[config.mk]
export PLATFORM = sky130hd
export DESIGN_NAME = full_adder_dataflow
export DESIGN_NICKNAME = d
export VERILOG_FILES = /design/src/rtl/full_adder_dataflow.sv
export SDC_FILE = /design/constraint.sdc
export NUM_CORES = 1
export LEC_CHECK = 0
export CORE_AREA = 2 2 39 41
export DETAILED_ROUTE_END_ITERATION = 8
export DIE_AREA = 0 0 41 43
export DONT_BUFFER_PORTS = 1
export PLACE_DENSITY = 0.3
export SLEW_MARGIN = 30
export SYNTH_ARGS = -nofsm -noshare
export SYNTH_HDL_FRONTEND = slang
export SYNTH_SLANG_ARGS = --single-unit
[constraint.sdc]
create_clock -name clk -period 0.9 [get_ports clk]
set_clock_uncertainty 0.2 [all_clocks]
set_input_delay 0.135 -clock clk [delete_from_list [all_inputs] [get_ports clk]]
set_output_delay 0.135 -clock clk [all_outputs]
set_load 0.01 [all_outputs]
[src/rtl/full_adder_dataflow.sv]
// Parameterised ripple-carry adder built from dataflow full-adder cells, with a
// combinational result path and a registered copy (sum_q/cout_q/ovf_q) for synchronous consumers.

module full_adder_cell (
  input  logic a,
  input  logic b,
  input  logic cin,
  output logic s,
  output logic cout
);

  logic prop_s;

  assign prop_s = a ^ b;
  assign s      = prop_s ^ cin;
  assign cout   = (a & b) | (cin & prop_s);

endmodule

module full_adder_dataflow #(
  parameter int WIDTH = 1
) (
  input  logic             clk,
  input  logic             rst_n,
  output logic [WIDTH-1:0] sum,
  output logic             carry_out,
  input  logic [WIDTH-1:0] a,
  input  logic [WIDTH-1:0] b,
  input  logic             carry_in,
  output logic [WIDTH-1:0] sum_q,
  output logic             cout_q,
  output logic             ovf_q
);

  // Signed overflow: carry into the MSB cell disagrees with carry out of it.
  function automatic logic signed_ovf(input logic c_msb_out, input logic c_msb_in);
    return c_msb_out ^ c_msb_in;
  endfunction

  logic [WIDTH:0]   carry_s;
  logic [WIDTH-1:0] sum_s;
  logic             ovf_s;
  logic [WIDTH-1:0] sum_r;
  logic             cout_r;
  logic             ovf_r;

  assign carry_s[0] = carry_in;

  genvar i;
  generate
    for (i = 0; i < WIDTH; i++) begin : g_cell
      full_adder_cell u_cell (
        .a    (a[i]),
        .b    (b[i]),
        .cin  (carry_s[i]),
        .s    (sum_s[i]),
        .cout (carry_s[i+1])
      );
    end
  endgenerate

  // For WIDTH=1, carry_s[WIDTH-1] is carry_in itself.
  assign ovf_s     = signed_ovf(carry_s[WIDTH], carry_s[WIDTH-1]);
  assign sum       = sum_s;
  assign carry_out = carry_s[WIDTH];

  // Capture the combinational result every clock; async reset clears it.
  always_ff @(posedge clk or negedge rst_n) begin
    if (!rst_n) begin
      sum_r  <= {WIDTH{1'b0}};
      cout_r <= 1'b0;
      ovf_r  <= 1'b0;
    end else begin
      sum_r  <= sum_s;
      cout_r <= carry_s[WIDTH];
      ovf_r  <= ovf_s;
    end
  end

  assign sum_q  = sum_r;
  assign cout_q = cout_r;
  assign ovf_q  = ovf_r;

endmodule

# Yosys cells after proc, flatten, opt, wreduce, memory -nomap -nowiden
# Cells that the tools add are included.
dict set report op_classes {
  n_bitwise 6
}
# cell count
set ops {}
lappend ops {{1-bit XOR} 3}
lappend ops {{1-bit bitwise AND} 2}
lappend ops {{1-bit OR} 1}
dict set report totals {
  out_inout_bits 5
  inputBits 5
  reg_bits 3
  elab_cells 9
}

# Depth between registers and ports, before layout
# Gate-level depths: netlist (run 1).
dict set report depth {
  word_depth 4
  ltp_mapped 2
  ltp_nobuf 2
}

# Cells and area by module
# A second synthesis (run 1) with hierarchy kept.
dict set report hier_totals {
  cells_unflattened 5
  area_unflattened_um2 103.8
}
# mod seq_area_each_um2 instances area_per_inst_um2 cells_each
set by_module_without_submodules {}
lappend by_module_without_submodules {full_adder_dataflow 75.1 1 83.8 4}
lappend by_module_without_submodules {full_adder_cell 0.0 1 20.0 1}

# Worst setup path before layout (run 1)
# OpenSTA, ideal clock, no wires.
dict set report synth_timing {
  path_kind {input-to-reg}
  startpoint {input a}
  endpoint {register ovf_r (netlist: ovf_q)}
  path_slack_ps -237
  setup_time_ps 127
  path_stages 2
  arrival_time_ps 809
  required_time_ps 573
  n_path_buf 0
  path_cell_list {fa_1 -> xor2_1}
}
dict set report synth_between {
  elab_chain_len 4
  word_cells_on_any_way 5
  cone_classes {bitwise (5)}
}
# element line_no
set synth_rtl {}
lappend synth_rtl {{from (decl)} 27} ;# input logic [WIDTH-1:0] a,
lappend synth_rtl {{1-bit XOR} 14} ;# assign prop_s = a ^ b;
lappend synth_rtl {{1-bit bitwise AND} 16} ;# assign cout = (a & b) | (cin & prop_s);
lappend synth_rtl {{1-bit OR *} 16}
lappend synth_rtl {{1-bit XOR *} 37} ;# return c_msb_out ^ c_msb_in;
lappend synth_rtl {{net ovf_s} 42} ;# logic ovf_s;
lappend synth_rtl {{to (signal assigned)} 76} ;# ovf_r <= ovf_s;
lappend synth_rtl {{to (decl)} 45} ;# logic ovf_r;
# The timed path passes the listed nets; every way through them passes the cells marked *.

# Final worst setup path (run 1)
dict set report layout_timing {
  startpoint {input a}
  endpoint {output sum}
}
dict set report layout_between {
  elab_chain_len 2
}
# element line_no
set layout_rtl {}
lappend layout_rtl {{1-bit XOR} 14}
lappend layout_rtl {{1-bit XOR} 15} ;# assign s = prop_s ^ cin;
lappend layout_rtl {{to (decl)} 25} ;# output logic [WIDTH-1:0] sum,
# Every way passes these cells.

==> results.sh, run 1 <==
export IMPL_rows=14
export IMPL_hold_violations=5
export IMPL_antenna_found_initial=0
export IMPL_worst_path_max_fanout=2
export IMPL_max_stage_delay_ns=0.60
export IMPL_dpl_worst_slack_ns=-0.176
export IMPL_wire_per_inst_um=9.50
export IMPL_period_share_pct=119
export IMPL_outcome="finished, violations left"
export IMPL_dp_hpwl_um=212
export IMPL_syn_nets=11
export IMPL_die_w_um=41
export IMPL_p_per_area_mw_per_mm2=2430
export IMPL_cp_top_family="adder cells"
export IMPL_place_area_sq_um=134
export IMPL_core_area_sq_mm=0.00138
export IMPL_violations="hold timing, setup timing"
export IMPL_final_cell_mix="3 x clkbuf_4, 3 x dfrtp_1, 2 x buf_6"
export IMPL_start_util_pct=7.50
export IMPL_relSlewSlack_pct=90.5
export IMPL_vias=69
export IMPL_path_clk_slew_ns=0.04
export IMPL_netlist_area_sq_um=104
export IMPL_track_usage_pct=4.93
export IMPL_setup_tns_ns=-0.450
export IMPL_holdWs_ns=-0.207
export IMPL_rsz0062_at_grt="yes"
export IMPL_portBuffers=0
export IMPL_ant_nets=0
export IMPL_wl_um=266
export IMPL_synth_area_per_cell_sq_um=20.8
export IMPL_worst_path_stages=1
export IMPL_min_period_ns=1.07
export IMPL_tritoncts="yes"
export IMPL_clockBufferDepth=2
export IMPL_setup_violations=5
export IMPL_required_ns=0.56
export IMPL_syn_inst=5
export IMPL_gp_congestion=0.555
export IMPL_ys_ff_latch=3
export IMPL_grt_max_degree=4
export IMPL_hold_path_depth=1
export IMPL_synth_warnings=0
export IMPL_design_final_nets=19
export IMPL_fin_util_pct=13.4
export IMPL_maxSlewViolCount=0
export IMPL_critPathLaunchType="input port"
export IMPL_worst_pin_slew_ns=0.142
export IMPL_synth_cell_types=3
export IMPL_cp_arrival_ns=0.74
export IMPL_fmaxAchievable_mhz=931
export IMPL_crit_path_cell_trace="fa_2"
export IMPL_hold_buffers=1
export IMPL_fin_ws_ns=-0.174
export IMPL_drive_above_1_share_pct=50.0
export IMPL_drv_cap=0
export IMPL_boundaryPins=10
export IMPL_power_leakage_nw=0.0770
export IMPL_fin_area_sq_um=185
export IMPL_syn_to_final_growth_pct=78.3
export IMPL_critPathBufInv=0
export IMPL_cts_buffers=3
export IMPL_gr_total_overflow=0
export IMPL_fp_dieH_um=43
export IMPL_routed_via_density=2.46
export IMPL_cts_sinks=3
export IMPL_diodes=0
export IMPL_htreeDepth=1
export IMPL_ir_drop_uv=329
export IMPL_critical_path_slowest_cell="fa_2"
export IMPL_drt_iter0_markers=0
export IMPL_hp_class="input port to register"
export IMPL_cts_root_buf="clkbuf_4"
export IMPL_dr_pass1_iters=1
export IMPL_ys_seq_area_share_pct=72.3
export IMPL_grt_pass1_wl_um=414
export IMPL_grt_pass1_vias=107
export IMPL_crit_type="input port to output port"
export IMPL_dieArea_sq_mm=0.00176
export IMPL_drc_errors=0
export IMPL_end_kind="output port"
==> stage by stage <==
step / total power (W) / instances / hold slack, ns
6_report: 0.000451 / 28 / -0.207
5_1_grt: 0.000491 / 28 / -0.217
4_1_cts: 0.000465 / 28 / -0.219
3_5_place_dp: 0.000204 / 22 / -0.361
3_3_place_gp: 0.000202 / 22 / -0.361
2_1_floorplan: 0.000190 / 5 / -0.361
==> synth_stat cells <==
cell type	n	area, sq um
dfrtp_1	3	75.1
fa_1	1	20.0
xor2_1	1	8.76
==> layer usage <==
metal | vias to the layer above | track usage, % | wire, um
li1 | 28 | - | -
met1 | 31 | 3.24 | 82
met2 | 10 | 3.75 | 91
met3 | 0 | 7.85 | 92
met4 | 0 | 8.00 | 0
met5 | - | 0 | 0
==> logic make-up (layout without fill, tap and decap cells) <==
| kind of cell | count (synthesis) | in the layout | synth area share (%) |
|---|---|---|---|
| flops | 3 | 3 | 72.3 |
| fa+ha+maj | 1 | 1 | 19.3 |
| buf+inv | 0 | 7 | 0 |
| xor+xnor | 1 | 1 | 8.44 |
==> cell type report <==
cell class	count	area, sq um
multi-input combinational	2	31.3
fill	152	1200
timing repair buffer	3	32.5
sequential	3	75.1
tap	16	20.0
clock buffer	4	26.3
==> worst paths after layout <==
kind | slack, ns | startpoint | to
worst max-delay path | -0.17 | a | sum
worst min-delay path | -0.21 | carry_in | ovf_q
max in group asynchronous | 0.40 | rst_n | ovf_q
min in group asynchronous | -0.05 | rst_n | sum_q
==> where the power goes <==
part / leakage [nW] / total (W) / switching, W / internal [W]
Combinational: 0.0270 / 0.0000495 / 0.0000220 / 0.0000276
Clock: 0.0150 / 0.000234 / 0.0000684 / 0.000166
Sequential: 0.0350 / 0.000167 / 0.0000147 / 0.000152
Total: 0.0770 / 0.000451 / 0.000105 / 0.000346
==> flip-flops by register name, indices dropped and copies added, names as in the netlist <==
register and count:
sum_q 1, cout_q 1, ovf_q 1
==> repair_timing <==
action | in CTS | in global routing
buffers inserted | 1 | 0
hold endpoints to repair | 5 | 5
endpoints found under the setup margin | 5 | 6
gates resized for setup | 1 | 1
No activity file was read; power rests on OpenSTA's default activity.
==> run 2: changes to the inputs <==
- SYNTH_HIERARCHICAL: default -> 1
==> run 2 against run 1 <==
The run still ends with hold timing, setup timing left. Clock power about the same. Area after synthesis unchanged. Sequential power is essentially flat. Maximum frequency is 0.21% higher. Synthesized cell count unchanged. Via count up 2.9%. Sequential cell count unchanged. Setup slack improved by 0.0022 ns. Sequential share of layout area increased by 0.84 points. Critical path depth is the same. Power decreased by 0.66%. Critical path type unchanged. Largest power group unchanged.
==> results.sh, run 2 <==
export IMPL_outcome="finished, violations left"
export IMPL_violations="hold timing, setup timing"
export IMPL_start_util_pct=7.50
export IMPL_syn_to_final_growth_pct=74.7
export IMPL_yosys_area_top_type_share_pct=72.3
export IMPL_synth_area_per_cell_sq_um=20.8
export IMPL_clockBufferDepth=2
export IMPL_syn_inst=5
export IMPL_synth_edf_count=0
export IMPL_critPathBufInv=0
export IMPL_yosys_mux_area_fraction_pct=0
export IMPL_drt_iter0_markers=0
export IMPL_pwr_share_seq_pct=37.3
export IMPL_ys_ff_latch=3
export IMPL_ir_drop_uv=240
export IMPL_end_kind="output port"
export IMPL_period_share_pct=119
export IMPL_cp_top_family="adder cells"
export IMPL_path_clk_slew_ns=0.04
export IMPL_cp_arrival_ns=0.74
export IMPL_diodes=0
export IMPL_track_usage_pct=4.63
export IMPL_grt_pass1_vias=97
export IMPL_regArea_sq_um=75.1
export IMPL_async_reset_ff_share_pct=100
export IMPL_rows=14
export IMPL_p_per_area_mw_per_mm2=2470
export IMPL_synth_top_family_by_area="adder cells"
export IMPL_ant_nets=0
export IMPL_antenna_found_initial=0
export IMPL_worst_pin_slew_ns=0.136
export IMPL_crit_path_cell_trace="fa_2"
export IMPL_hold_violations=5
export IMPL_setup_violations=5
export IMPL_grt_pass1_wl_um=386
export IMPL_core_area_sq_mm=0.00138
export IMPL_min_period_ns=1.07
export IMPL_design_final_nets=19
export IMPL_wire_per_inst_um=9.54
export IMPL_power_leakage_nw=0.0757
export IMPL_swShare_pct=23.4
export IMPL_synth_adder_area_share_pct=19.3
export IMPL_htreeDepth=1
export IMPL_portBuffers=0
export IMPL_wl_um=267
export IMPL_routed_via_density=2.54
export IMPL_syn_nets=11
export IMPL_synth_common_cells="3 x dfrtp_1, 1 x fa_1, 1 x xor2_1"
export IMPL_max_stage_delay_ns=0.60
export IMPL_cts_root_buf="clkbuf_4"
export IMPL_final_cell_mix="3 x clkbuf_4, 3 x dfrtp_1"
export IMPL_cts_sinks=3
export IMPL_ys_flop_type="dfrtp_1"
export IMPL_tritoncts="yes"
export IMPL_grt_max_degree=4
export IMPL_rsz0062_at_grt="yes"
export IMPL_holdWs_ns=-0.206
export IMPL_dieArea_sq_mm=0.00176
export IMPL_power_share_clock_pct=52.6
export IMPL_setup_tns_ns=-0.429
export IMPL_synth_cell_types=3
export IMPL_boundaryPins=10
export IMPL_synth_warnings=6
export IMPL_p_comb_share_pct=10.1
export IMPL_synth_simple_area_share_pct=0
export IMPL_dp_cells=22
export IMPL_synth_top_cell_by_area="dfrtp_1"
export IMPL_netlist_area_sq_um=104
export IMPL_hold_buffers=1
export IMPL_crit_type="input port to output port"
export IMPL_yosysMostFrequentCell="dfrtp_1"
export IMPL_fin_ws_ns=-0.172
export IMPL_fp_dieH_um=43
export IMPL_drc_errors=0
export IMPL_power_switching_w=0.000105
export IMPL_intPower_w=0.000343
export IMPL_drv_cap=0
export IMPL_nFillCells=155
export IMPL_synth_xor_area_share_pct=8.43
export IMPL_relSlewSlack_pct=90.9
export IMPL_critical_path_slowest_cell="fa_2"
export IMPL_cts_buffers=3
export IMPL_maxSlewViolCount=0
export IMPL_fmaxAchievable_mhz=933
export IMPL_critPathLaunchType="input port"
export IMPL_required_ns=0.56
export IMPL_dr_pass1_iters=1
export IMPL_gr_total_overflow=0
export IMPL_die_w_um=41
export IMPL_multi_input_area_sq_um=31.3
export IMPL_ys_seq_area_share_pct=72.3
export IMPL_drive_above_1_share_pct=50.0
export IMPL_synth_compound_area_share_pct=0
export IMPL_gp_congestion=0.509
export IMPL_synth_area_leaders="dfrtp_1 72%, fa_1 19%, xor2_1 8.4%"
export IMPL_stdcell_count=28
export IMPL_worst_path_max_fanout=2
export IMPL_hp_class="input port to register"
export IMPL_vias=71
run 2: final cells by class:
type                       count  area share (%)
clock buffer                   4            14.5
sequential                     3            41.4
timing repair buffer           3            15.9
tap                           16            11.0
multi-input combinational      2            17.2
run 2: path summary, 6_finish.rpt:
path | slack, ns | depth (start not counted) | from | endpoint
max | -0.17 | 1 | a | sum
min | -0.21 | 1 | carry_in | ovf_q
max in group asynchronous | 0.41 | 1 | rst_n | ovf_q
min in group asynchronous | -0.05 | 1 | rst_n | sum_q
run 2: through the flow:
step	total power, W	util [%]	cell area, sq um	worst slack [ns]
final	0.000448	13.1	181	-0.172
after floorplan	0.000190	-	106	-0.152
after global routing	0.000477	13.1	181	-0.184
after CTS	0.000464	13.1	181	-0.175
after detailed placement	0.000204	9.67	134	-0.175
after global placement	0.000202	9.67	134	-0.173
run 2: cells by family (layout without fill, tap and decap cells):
logic type | Yosys count | count (layout)
flip-flops | 3 | 3
XOR/XNOR | 1 | 1
adder cells (fa/ha/maj) | 1 | 1
buffers and inverters | 0 | 7
run 2: layer usage:
layer  share of wire (%)  global-route usage (%)  up-vias  routed length (um)
met5                   0                       0        -                   0
met4                 2.2                    8.00        0                   6
met3                  31                    7.33        2                  82
met2                  33                    2.81       10                  89
met1                  34                    3.56       30                  90
li1                    -                       -       29                   -
run 2: repair_timing:
item,4_1_cts,5_1_grt
hold endpoints to repair,5,5
setup endpoints to repair,5,5
resized for setup,1,0
buffers inserted,1,0
run 2: power groups by stage:
stage | Sequential (W) | Combinational (W) | Clock (W)
floorplan | 0.000166 | 0.0000238 | 0
global placement | 0.000168 | 0.0000341 | 0
detailed placement | 0.000169 | 0.0000343 | 0
CTS | 0.000168 | 0.0000464 | 0.000250
global route | 0.000169 | 0.0000512 | 0.000258
finish | 0.000167 | 0.0000452 | 0.000235
==> run 3: changes to the inputs <==
- clock period: 0.9 -> 1.1 ns (I/O delays scaled with it)
==> run 3 against run 2 <==
The flow still finishes with violations (hold timing, setup timing). Highest routed layer is now met3. Hold slack better by 0.19 ns. Routed wire length shrank 5.2%. Combinational power fell by 30%. Critical path depth unchanged. Power fell by 20%. Die area stayed put. Sequential cell count unchanged. Sequential share of layout area grew 2.1 points. Clock power shrank 18%. Setup slack better by 0.14 ns. Core utilization fell by 0.63 points.
==> results.sh, run 3 (synthesis gave the netlist of run 2 again) <==
export IMPL_end_kind="output port"
export IMPL_regArea_sq_um=75.1
export IMPL_nFillCells=151
export IMPL_crit_type="input port to output port"
export IMPL_grt_max_degree=4
export IMPL_power_w=0.000359
export IMPL_critical_path_slowest_cell="fa_2"
export IMPL_routed_via_density=2.56
export IMPL_crit_path_start="a"
export IMPL_die_w_um=41
export IMPL_intPower_w=0.000276
export IMPL_hp_class="input port to async pin"
export IMPL_htreeDepth=1
export IMPL_drc_errors=0
export IMPL_rows=14
export IMPL_grt_pass1_vias=95
export IMPL_worst_path_max_fanout=2
export IMPL_cts_sinks=3
export IMPL_track_usage_pct=4.63
export IMPL_diodes=0
export IMPL_critPathLaunchType="input port"
export IMPL_relSlewSlack_pct=90.4
export IMPL_clockBufferDepth=2
export IMPL_drt_iter0_markers=0
export IMPL_cp_top_family="adder cells"
export IMPL_dr_pass1_iters=1
export IMPL_cts_buffers=3
export IMPL_grt_pass1_wl_um=372
export IMPL_gr_total_overflow=0
export IMPL_boundaryPins=10
export IMPL_fin_util_pct=12.5
export IMPL_cts_resized_gates=0
export IMPL_ir_drop_uv=224
export IMPL_maxSlewViolCount=0
export IMPL_critPathBufInv=0
export IMPL_hold_buffers=3
export IMPL_setup_violations=1
export IMPL_violations="hold timing, setup timing"
export IMPL_p_per_area_mw_per_mm2=2080
export IMPL_wl_um=253
export IMPL_swShare_pct=23.3
export IMPL_power_leakage_nw=0.0690
export IMPL_fin_ws_ns=-0.0327
export IMPL_cts_root_buf="clkbuf_4"
export IMPL_pwr_share_seq_pct=37.9
export IMPL_hold_violations=3
export IMPL_core_area_sq_mm=0.00138
export IMPL_dieArea_sq_mm=0.00176
export IMPL_p_comb_share_pct=8.8
export IMPL_crit_path_cell_trace="fa_2"
export IMPL_drive_above_1_share_pct=36.4
export IMPL_max_stage_delay_ns=0.60
export IMPL_rsz0062_at_grt="yes"
export IMPL_syn_to_final_growth_pct=66.3
export IMPL_multi_input_area_sq_um=31.3
export IMPL_tritoncts="yes"
export IMPL_ant_nets=0
export IMPL_power_share_clock_pct=53.3
export IMPL_design_final_nets=18
export IMPL_period_share_pct=103
export IMPL_outcome="finished, violations left"
export IMPL_final_cell_mix="3 x clkbuf_4, 3 x dfrtp_1, 2 x dlygate4sd3_1"
export IMPL_cp_arrival_ns=0.77
export IMPL_min_period_ns=1.13
export IMPL_path_clk_slew_ns=0.04
export IMPL_fp_dieH_um=43
export IMPL_wire_per_inst_um=9.37
export IMPL_drv_cap=0
export IMPL_start_util_pct=7.50
export IMPL_power_switching_w=0.0000839
export IMPL_vias=69
export IMPL_antenna_found_initial=0
export IMPL_holdWs_ns=-0.0152
export IMPL_worst_pin_slew_ns=0.143
export IMPL_required_ns=0.73
export IMPL_fin_area_sq_um=173
export IMPL_postCtsSetupBuffers=0
export IMPL_gp_congestion=0.509
export IMPL_portBuffers=0
export IMPL_place_area_sq_um=126
export IMPL_fmaxAchievable_mhz=883
## run 3: through the flow
step	TNS (ns)	std cells	hold slack [ns]	setup slack, ns
after floorplan	-0.0121	5	-0.331	-0.0121
after global placement	-0.0328	21	-0.331	-0.0328
after detailed placement	-0.0351	21	-0.331	-0.0351
after CTS	-0.0351	28	0.00952	-0.0351
after global routing	-0.0444	27	-0.0128	-0.0444
final	-0.0327	27	-0.0152	-0.0327
## run 3: final timing paths
path | endpoint | cells after the start | slack (ns)
min | sum_q | 1 | -0.02
min in group clk | sum_q | 1 | 0.02
max | sum | 1 | -0.03
max in group asynchronous | cout_q | 1 | 0.57
## run 3: cell type report
class                   instances  area share, %
clock buffers                   4           15.2
multi-input cells               2           18.1
flip-flops and latches          3           43.5
well taps                      16           11.6
repair buffers                  2           11.6
## run 3: metal layers
metal	GRT usage [%]	part of all wire (%)	wire length, um
met3	8.38	39	99
met1	2.59	26	65
met5	0	0	0
met4	8.00	0	0
met2	3.13	35	88
## run 3: power by group through the flow
| stage | Clock [W] | Sequential (W) | Combinational, W |
|---|---|---|---|
| 2_1_floorplan | 0 | 0.000136 | 0.0000195 |
| 3_3_place_gp | 0 | 0.000137 | 0.0000244 |
| 3_5_place_dp | 0 | 0.000138 | 0.0000245 |
| 4_1_cts | 0.000205 | 0.000137 | 0.0000349 |
| 5_1_grt | 0.000219 | 0.000138 | 0.0000357 |
| 6_report | 0.000192 | 0.000136 | 0.0000315 |
## run 3: repair_timing
action                                 4_1_cts  5_1_grt
setup endpoints to repair                    1        4
cloned                                       0        0
endpoints found under the hold margin        4        3
